<file path="src/rtl/emesh_tx_packer.sv">
// emesh_tx_packer
//   Upstream feeder for the elink transmit host channels. Host commands arrive
//   on one valid/ready port, are checked for address alignment, packed into a
//   104-bit emesh packet and buffered in one FIFO per channel (write / read).
//   Each FIFO head drives the matching elink access/packet pair and honours
//   the elink wait back-pressure.
//
// Handshake rules (used on every interface of this block):
//   A transfer happens at a rising clock edge where valid (or access) is 1 and
//   ready is 1 (or wait is 0). A producer holds its payload stable until the
//   transfer happens. cmd_ready never depends on txwr_wait / txrd_wait.
//
// Ports:
//   clock, reset              system clock, asynchronous active-high reset
//   cmd_valid / cmd_ready     host command handshake
//   cmd_write                 1 = write (txwr channel), 0 = read (txrd channel)
//   cmd_datamode              0 byte, 1 half, 2 word, 3 double
//   cmd_ctrlmode, cmd_dstaddr, cmd_data, cmd_srcaddr   packet fields
//   txwr_access/packet/wait   write channel toward elink
//   txrd_access/packet/wait   read channel toward elink
//   wr_level, rd_level        FIFO occupancy (0..DEPTH)
//   drop_count                saturating count of misaligned commands dropped
//
// Packet layout: [0] write, [2:1] datamode, [7:3] ctrlmode, [39:8] dstaddr,
//                [71:40] data, [103:72] srcaddr.

module emesh_tx_fifo #(
  parameter int PW    = 104,
  parameter int DEPTH = 4
) (
  input  logic                     clock,
  input  logic                     reset,
  input  logic                     push,
  input  logic [PW-1:0]            din,
  input  logic                     pop,
  output logic [PW-1:0]            dout,
  output logic                     not_empty,
  output logic                     full,
  output logic [$clog2(DEPTH):0]   level
);

  localparam int AW = $clog2(DEPTH);
  localparam int LW = AW + 1;
  localparam logic [AW-1:0] PTR_ONE  = AW'(1);
  localparam logic [LW-1:0] LVL_ONE  = LW'(1);
  localparam logic [LW-1:0] LVL_FULL = LW'(DEPTH);

  logic [PW-1:0] mem [DEPTH];
  logic [AW-1:0] wr_ptr;
  logic [AW-1:0] rd_ptr;
  logic          push_ok;
  logic          pop_ok;

  assign not_empty = (level != '0);
  assign full      = (level == LVL_FULL);
  // Guards keep the FIFO self-consistent even if a caller misbehaves.
  assign push_ok   = push & ~full;
  assign pop_ok    = pop & not_empty;
  // An empty FIFO presents zeros so the packet output reads 0 after reset
  // without having to clear the storage array.
  assign dout      = not_empty ? mem[rd_ptr] : '0;

  always_ff @(posedge clock or posedge reset) begin
    if (reset) begin
      wr_ptr <= '0;
      rd_ptr <= '0;
      level  <= '0;
    end else begin
      if (push_ok) wr_ptr <= wr_ptr + PTR_ONE;
      if (pop_ok)  rd_ptr <= rd_ptr + PTR_ONE;
      case ({push_ok, pop_ok})
        2'b10:   level <= level + LVL_ONE;
        2'b01:   level <= level - LVL_ONE;
        default: level <= level;
      endcase
    end
  end

  // Storage is not reset; validity is tracked by the pointers and level.
  always_ff @(posedge clock) begin
    if (push_ok) mem[wr_ptr] <= din;
  end

endmodule

module emesh_tx_packer #(
  parameter int PW    = 104,
  parameter int DEPTH = 4,
  parameter int CW    = 8
) (
  input  logic                     clock,
  input  logic                     reset,
  input  logic                     cmd_valid,
  output logic                     cmd_ready,
  input  logic                     cmd_write,
  input  logic [1:0]               cmd_datamode,
  input  logic [4:0]               cmd_ctrlmode,
  input  logic [31:0]              cmd_dstaddr,
  input  logic [31:0]              cmd_data,
  input  logic [31:0]              cmd_srcaddr,
  output logic                     txwr_access,
  output logic [PW-1:0]            txwr_packet,
  input  logic                     txwr_wait,
  output logic                     txrd_access,
  output logic [PW-1:0]            txrd_packet,
  input  logic                     txrd_wait,
  output logic [$clog2(DEPTH):0]   wr_level,
  output logic [$clog2(DEPTH):0]   rd_level,
  output logic [CW-1:0]            drop_count
);

  localparam logic [CW-1:0] DROP_MAX = '1;
  localparam logic [CW-1:0] DROP_ONE = CW'(1);

  logic          aligned;
  logic          accept;
  logic          wr_push;
  logic          rd_push;
  logic          wr_pop;
  logic          rd_pop;
  logic          wr_full;
  logic          rd_full;
  logic [PW-1:0] cmd_packet;

  // Datamode n requires the low n address bits to be zero.
  always_comb begin
    aligned = 1'b1;
    case (cmd_datamode)
      2'd0:    aligned = 1'b1;
      2'd1:    aligned = ~cmd_dstaddr[0];
      2'd2:    aligned = ~|cmd_dstaddr[1:0];
      default: aligned = ~|cmd_dstaddr[2:0];
    endcase
  end

  assign cmd_packet = {cmd_srcaddr, cmd_data, cmd_dstaddr,
                       cmd_ctrlmode, cmd_datamode, cmd_write};

  // Ready follows only the selected FIFO's fullness. A misaligned command is
  // still accepted (and dropped) only when that FIFO has room, which keeps
  // cmd_ready a function of FIFO state and cmd_write alone.
  assign cmd_ready = cmd_write ? ~wr_full : ~rd_full;
  assign accept    = cmd_valid & cmd_ready;
  assign wr_push   = accept & aligned &  cmd_write;
  assign rd_push   = accept & aligned & ~cmd_write;
  assign wr_pop    = txwr_access & ~txwr_wait;
  assign rd_pop    = txrd_access & ~txrd_wait;

  emesh_tx_fifo #(.PW(PW), .DEPTH(DEPTH)) u_wr_fifo (
    .clock     (clock),
    .reset     (reset),
    .push      (wr_push),
    .din       (cmd_packet),
    .pop       (wr_pop),
    .dout      (txwr_packet),
    .not_empty (txwr_access),
    .full      (wr_full),
    .level     (wr_level)
  );

  emesh_tx_fifo #(.PW(PW), .DEPTH(DEPTH)) u_rd_fifo (
    .clock     (clock),
    .reset     (reset),
    .push      (rd_push),
    .din       (cmd_packet),
    .pop       (rd_pop),
    .dout      (txrd_packet),
    .not_empty (txrd_access),
    .full      (rd_full),
    .level     (rd_level)
  );

  always_ff @(posedge clock or posedge reset) begin
    if (reset) begin
      drop_count <= '0;
    end else if (accept && !aligned && drop_count != DROP_MAX) begin
      drop_count <= drop_count + DROP_ONE;
    end
  end

endmodule

</file>
<file path="config.mk">
export PLATFORM = sky130hd
export DESIGN_NAME = emesh_tx_packer
export DESIGN_NICKNAME = d
export VERILOG_FILES = /design/src/rtl/emesh_tx_packer.sv
export SDC_FILE = /design/constraint.sdc
export NUM_CORES = 1
export LEC_CHECK = 0
export ABC_AREA = 1
export ABC_CLOCK_PERIOD_IN_PS = 8100
export CORE_UTILIZATION = 55
export CTS_BUF_LIST = sky130_fd_sc_hd__clkbuf_4 sky130_fd_sc_hd__clkbuf_8
export CTS_CLUSTER_SIZE = 14
export DETAILED_ROUTE_END_ITERATION = 8
export PLACE_DENSITY = 0.76
export SYNTH_ARGS = -nofsm -noshare
export SYNTH_HDL_FRONTEND = slang
export SYNTH_SLANG_ARGS = --single-unit
</file>
<file path="constraint.sdc">
create_clock -name clock -period 8.1 [get_ports clock]
set_input_delay 1.215 -clock clock [delete_from_list [all_inputs] [get_ports clock]]
set_output_delay 1.215 -clock clock [all_outputs]
set_load 0.005 [all_outputs]
</file>
## Word-level counts from Yosys, hierarchy flattened

Memories as Yosys holds them, arrays and structs flattened.
Index checks and enable logic that the tools add are counted.

- Bits in registers: 22
- Bits in writable memories: 832
- Bits of input ports: 109
- Output and inout port bits: 225
- Logic and storage cells: 65
- Memories kept: 2

- Add/subtract/negate cells: 9
- Equality and inequality tests: 9
- Multiplexer cells: 10
- Bitwise logic cells: 16
- Reduce and logical (&&, ||, !) cells: 12

Memory list:

| name | words | bits a word | rd ports | clocked after Yosys merged registers in | write ports | RTL line | text |
|---|---|---|---|---|---|---|---|
| u_rd_fifo.mem | 4 | 104 | 1 | 0 | 1 | 48 | `logic [PW-1:0] mem [DEPTH];` |
| u_wr_fifo.mem | 4 | 104 | 1 | 0 | 1 | 48 |  |

Operators by type and width:

| operator | number |
|---|---|
| two-way mux 104 bit | 2 |
| one-hot mux 3 bit (2 select lines) | 2 |
| AND 1 bit | 10 |
| adder 2 x 1 -> 2 bit, second input constant | 4 |
| adder 8 x 1 -> 8 bit, second input constant | 1 |
| inequality test 8 bit, second input constant | 1 |
| adder 3 x 1 -> 3 bit, second input constant | 2 |
| equality test 2 x 1 -> 1 bit, second input constant | 3 |
| equality test 2 bit, second input constant | 3 |
| equality test 3 bit, second input constant | 2 |
| NOT 1 bit | 6 |
| nonzero test 3 bit | 2 |
| subtractor 3 x 1 -> 3 bit, second input constant | 2 |
| two-way mux 1 bit | 5 |
| nonzero test 2 bit | 2 |
| zero test 1 bit | 3 |
| one-hot mux 1 bit (3 select lines) | 1 |
| OR reduction 3 bit | 1 |
| logical AND 1 bit | 2 |
| zero test 2 bit | 1 |
| OR reduction 2 bit | 1 |

## Longest topological paths before layout

- Depth after elaboration: 9
- Mapped depth: 11
- Gate-level depth less buffers: 11

## By module

Synthesis repeated with hierarchy kept, for this count alone.

- Cell total of the unflattened synthesis: 3487
- Area, all modules: 36573.8 um^2

Modules (own cells, without submodules):

| module | times used | cells an instance | area an instance (um^2) | sequential area each (um^2) |
|---|---|---|---|---|
| emesh_tx_fifo (u_rd_fifo) | 1 | 1700 | 17992.3 | 12667.1 |
| emesh_tx_fifo (u_wr_fifo) | 1 | 1700 | 17991.0 | 12667.1 |
| emesh_tx_packer | 1 | 87 | 590.6 | 200.2 |

## Worst setup path before layout

No wires, ideal clock.

- Path kind: input-to-reg
- Start: input cmd_dstaddr[1]
- End: memory u_rd_fifo.mem[0][0] (enable)
- Setup time: 0.568 ns
- Data arrival time: 6.096 ns
- Required time: 7.532 ns
- Path slack: 1.436 ns
- Stages on the path: 5
- Buffers on the path: 0
- Cell sequence: nor2_1 -> nand2_1 -> nand2_2 -> nand4_1 -> nor2_1

- Cells in the longest elaborated chain, start to end: 8
- Elaborated cells between the ends (all ways): 10
- Those cells by class: 3 x mux; 3 x bitwise; 4 x reduce/logical

Ends and longest elaborated chain:

| element | RTL line | text |
|---|---|---|
| start, declared | 98 | `input logic [31:0] cmd_dstaddr,` |
| OR reduction 3 bit or OR reduction 2 bit (tied branches) | 132, 131 |  |
| zero test 1 bit (on tied branches) | 132, 131 |  |
| one-hot mux 1 bit (3 select lines) (*) | 128 | `case (cmd_datamode)` |
| AND 1 bit (*) (2 in a row) | 145 | `assign rd_push = accept & aligned & ~cmd_write;` |
| AND 1 bit (*) | 57 | `assign push_ok = push & ~full;` |
| two-way mux 1 bit (*) | 81 | `if (push_ok) mem[wr_ptr] <= din;` |
| two-way mux 1 bit (implied by the code) (*) | 81 |  |
| end, declared | 48 |  |

Mark *: on every way between the ends. The rest lies on a longest branch, timed or not.

## Final worst setup path

- Start: register u_rd_fifo.rd_ptr[0]
- End: output txrd_packet[102]

- Cells in the longest elaborated chain, start to end: 2

Ends and longest elaborated chain:

| element | RTL line | text |
|---|---|---|
| start, declared | 50 | `logic [AW-1:0] rd_ptr;` |
| start signal, assigned | 70 | `if (pop_ok) rd_ptr <= rd_ptr + PTR_ONE;` |
| memory (4 x 104 bit) | - |  |
| two-way mux 104 bit | 61 | `assign dout = not_empty ? mem[rd_ptr] : '0;` |
| end, declared | 105 | `output logic [PW-1:0] txrd_packet,` |

Every way passes these cells.

==> metrics.txt <==
Setup TNS Final 0 ns; vias in the first global route 21620; Hold Fails Final Rpt 0; row count 90; CP Capture Type primary output; Worst Hold Class reg2reg; YS warnings 0; Worst Path Max Fanout 114; synth unique cells 26; share of post-route cells with drive strength above 1 under 10%; Die Wd 248.9 um; Total Routed Length 83770 um; Placed Instances 3606; vias per cell between 5 and 6; Seq/Total Area, Yosys 76.16%; post-CTS setup buffer count 0; area leader, netlist edfxtp_1; Post-DP HPWL 46640 um; starting density of the core between 50 and 60%; max-slew violation count 0; initial antenna violation count 10; family with the most delay on the worst path buffers and inverters; CP max-delay cell buf_4; Die Y 248.9 um; CTS clk-pin slew, worst paths 0.06 ns; CTS Buf Count 135; final setup vio count 0; CP required between 6 and 7 ns; critical path, cell by cell inv_6, buf_4, o21ai_0, a21oi_1, clkdlybuf4s50_1; Max IR drop VDD 264.1 uV; clock sinks 854; Max Freq 171.1 MHz; syn_area_per_cell 12.77 um^2; WP buf/inv 3; Iter 0 DRT Violations 2055; leak pwr 13.36 nW; DRC 0; die area 0.06195 mm^2; Root Driver clkbuf_8; WS Path Type reg2out; P&R area growth vs syn 18.98%; quantity of gates resized following cts 0; Via Count 21940; core area 0.06025 mm^2; Post-Syn Area about 0.034 mm^2; non-filler cells, final 3840; TritonRoute pass-1 iters 6; RSZ-0062 raised after global routing false; Worst Slack Setup Final about 2.3 ns; GPL Wtd Cong 0.7803; minimum clock period 5.844 ns; flops & latches, synth approximately 850; slew margin rel. 20.27%; hold buffer count at cts 0; max incr delay on CP roughly 0.94 ns; first-pass GRT wire length 124900 um; status finished, final reports clean; Placement Setup Slack between 3 and 4 ns; DR WL/cell 21.82 um; startpoint class of the critical path register; H-tree depth 4; met3 wire length roughly 6900 um; Core Util, Final 66.21%; I/O pin total 334; clk buf depth 3; largest net degree at the start of global routing 132; Arrival @ worst endpoint approximately 4.6 ns; Tcrit/Tclk final 72.15%; Cells after Synth 2626; total track usage 26.80%; clock skew roughly 0.023 ns; met2 WL post-DR 40960 um; max layer used met5; CTS tree yes; Yosys top cell area share 74.52%; Area contributors post-synth edfxtp_1, nor2_1, o21ai_0; WL met1 approximately 33000 um; number of enable flip-flop cells after synthesis 832; power per cell area about 360 mW/mm^2; antenna-violating nets left 0; Synth Flop Type edfxtp_1; port bufs 333; GR Overflow Total 0; max-cap viol count 0; Worst-Margin Slew 1.196 ns; post-synth net total 2748; Final nets 3083; Async S/R FF share, synth ~2.6%; worst skew pair latency 0.77 ns
==> synthesized netlist by cell type, types with 7 or more instances <==
library cell,instances
nor2_1,845
edfxtp_1,832
o21ai_0,399
a21oi_1,210
buf_2,54
nand2_1,49
inv_1,29
buf_4,27
clkbuf_1,24
clkbuf_2,24
o21ai_1,24
dfrtp_1,22
buf_1,16
buf_6,14
nand3_1,12
ha_1,11
inv_2,7
nand4_1,7
xor2_1,7
==> power breakdown <==
part	total, W	internal (W)	switching (W)	leakage [nW]
Sequential	0.00540	0.00509	0.000308	7.77
Clock	0.00357	0.00198	0.00159	1.39
Combinational	0.00555	0.00242	0.00313	4.20
Total	0.0145	0.00949	0.00503	13.4
==> worst register-to-register path, cell delays in order (launching register included) <==
cell	delay, ns
dfrtp_1	0.42
nor2_1	0.10
nand2_1	0.06
nand2_1	0.04
nand2_1	0.10
nand4_1	0.46
nor2_4	0.98
buf_4	0.71
==> cell type report <==
type	instances	area [um^2]
antenna	3	7.507
clock buffer	195	2346
clock inverter	36	285.3
fill	4090	20360
inverter	36	155.1
multi-input combinational	1577	7015
sequential	854	25550
tap	782	978.4
timing repair buffer	357	3551
==> cell usage in the layout, fill, tap and decap left out, types with 7 or more instances in the layout <==
master           Yosys  layout
o21ai_0            399     399
edfxtp_1           832     832
buf_4               27      21
nand2_1             49      49
nor2_4               1       9
a21oi_1            210     210
clkbuf_8             0     141
nor2_1             845     837
clkbuf_4             0      54
ha_1                11      11
inv_1               29      29
dfrtp_1             22      18
xor2_1               7       7
clkdlybuf4s50_1      0     333
nand3_1             12      12
clkinv_1             0      18
nand4_1              7       7
o21ai_1             24      24
==> path summary, 6_finish.rpt <==
check / start / endpoint / slack [ns] / cells after the start
max: u_rd_fifo.rd_ptr[0] / txrd_packet[102] / 2.26 / 5
min in group asynchronous: reset / u_wr_fifo.level[1] / 0.94 / 2
min: u_rd_fifo.wr_ptr[0] / u_rd_fifo.wr_ptr[0] / 0.54 / 2
max reg2reg: u_rd_fifo.level[0] / u_rd_fifo.mem[3][57] / 4.81 / 7
min reg2reg: u_rd_fifo.wr_ptr[0] / u_rd_fifo.wr_ptr[0] / 0.54 / 2
max in group asynchronous: reset / u_wr_fifo.rd_ptr[0] / 6.49 / 2
==> registers in the layout (all words and copies together), names as in the netlist <==
name,count
u_rd_fifo.mem,416
u_wr_fifo.mem,416
drop_count,8
u_rd_fifo.level,3
u_wr_fifo.level,3
u_rd_fifo.rd_ptr,2
u_rd_fifo.wr_ptr,2
u_wr_fifo.rd_ptr,2
u_wr_fifo.wr_ptr,2
==> stage by stage <==
step                      instance area, um^2  hold WS, ns  total power, W
after detailed placement                37250       0.5231         0.01102
after floorplan                         33530       0.4923        0.008153
after global placement                  37250       0.5069         0.01091
final                                   39890       0.5422         0.01452
after global routing                    39890       0.5585         0.01522
after CTS                               39880       0.5417         0.01459
==> kinds of logic after synthesis <==
group | after synthesis | share of synthesized area [%]
simple gates | 919 | 10.45
flops | 854 | 76.16
compound gates | 634 | 9.476
buf+inv | 195 | 3.090
fa+ha+maj | 13 | 0.5299
xor+xnor | 11 | 0.2874
==> metal layers <==
metal	vias to the layer above	GRT usage, %
li1	9966	-
met2	965	43.56
met4	14	10.86
met3	164	6.928
met5	-	0
met1	10830	34.58
No activity file was read; power rests on OpenSTA's default activity.
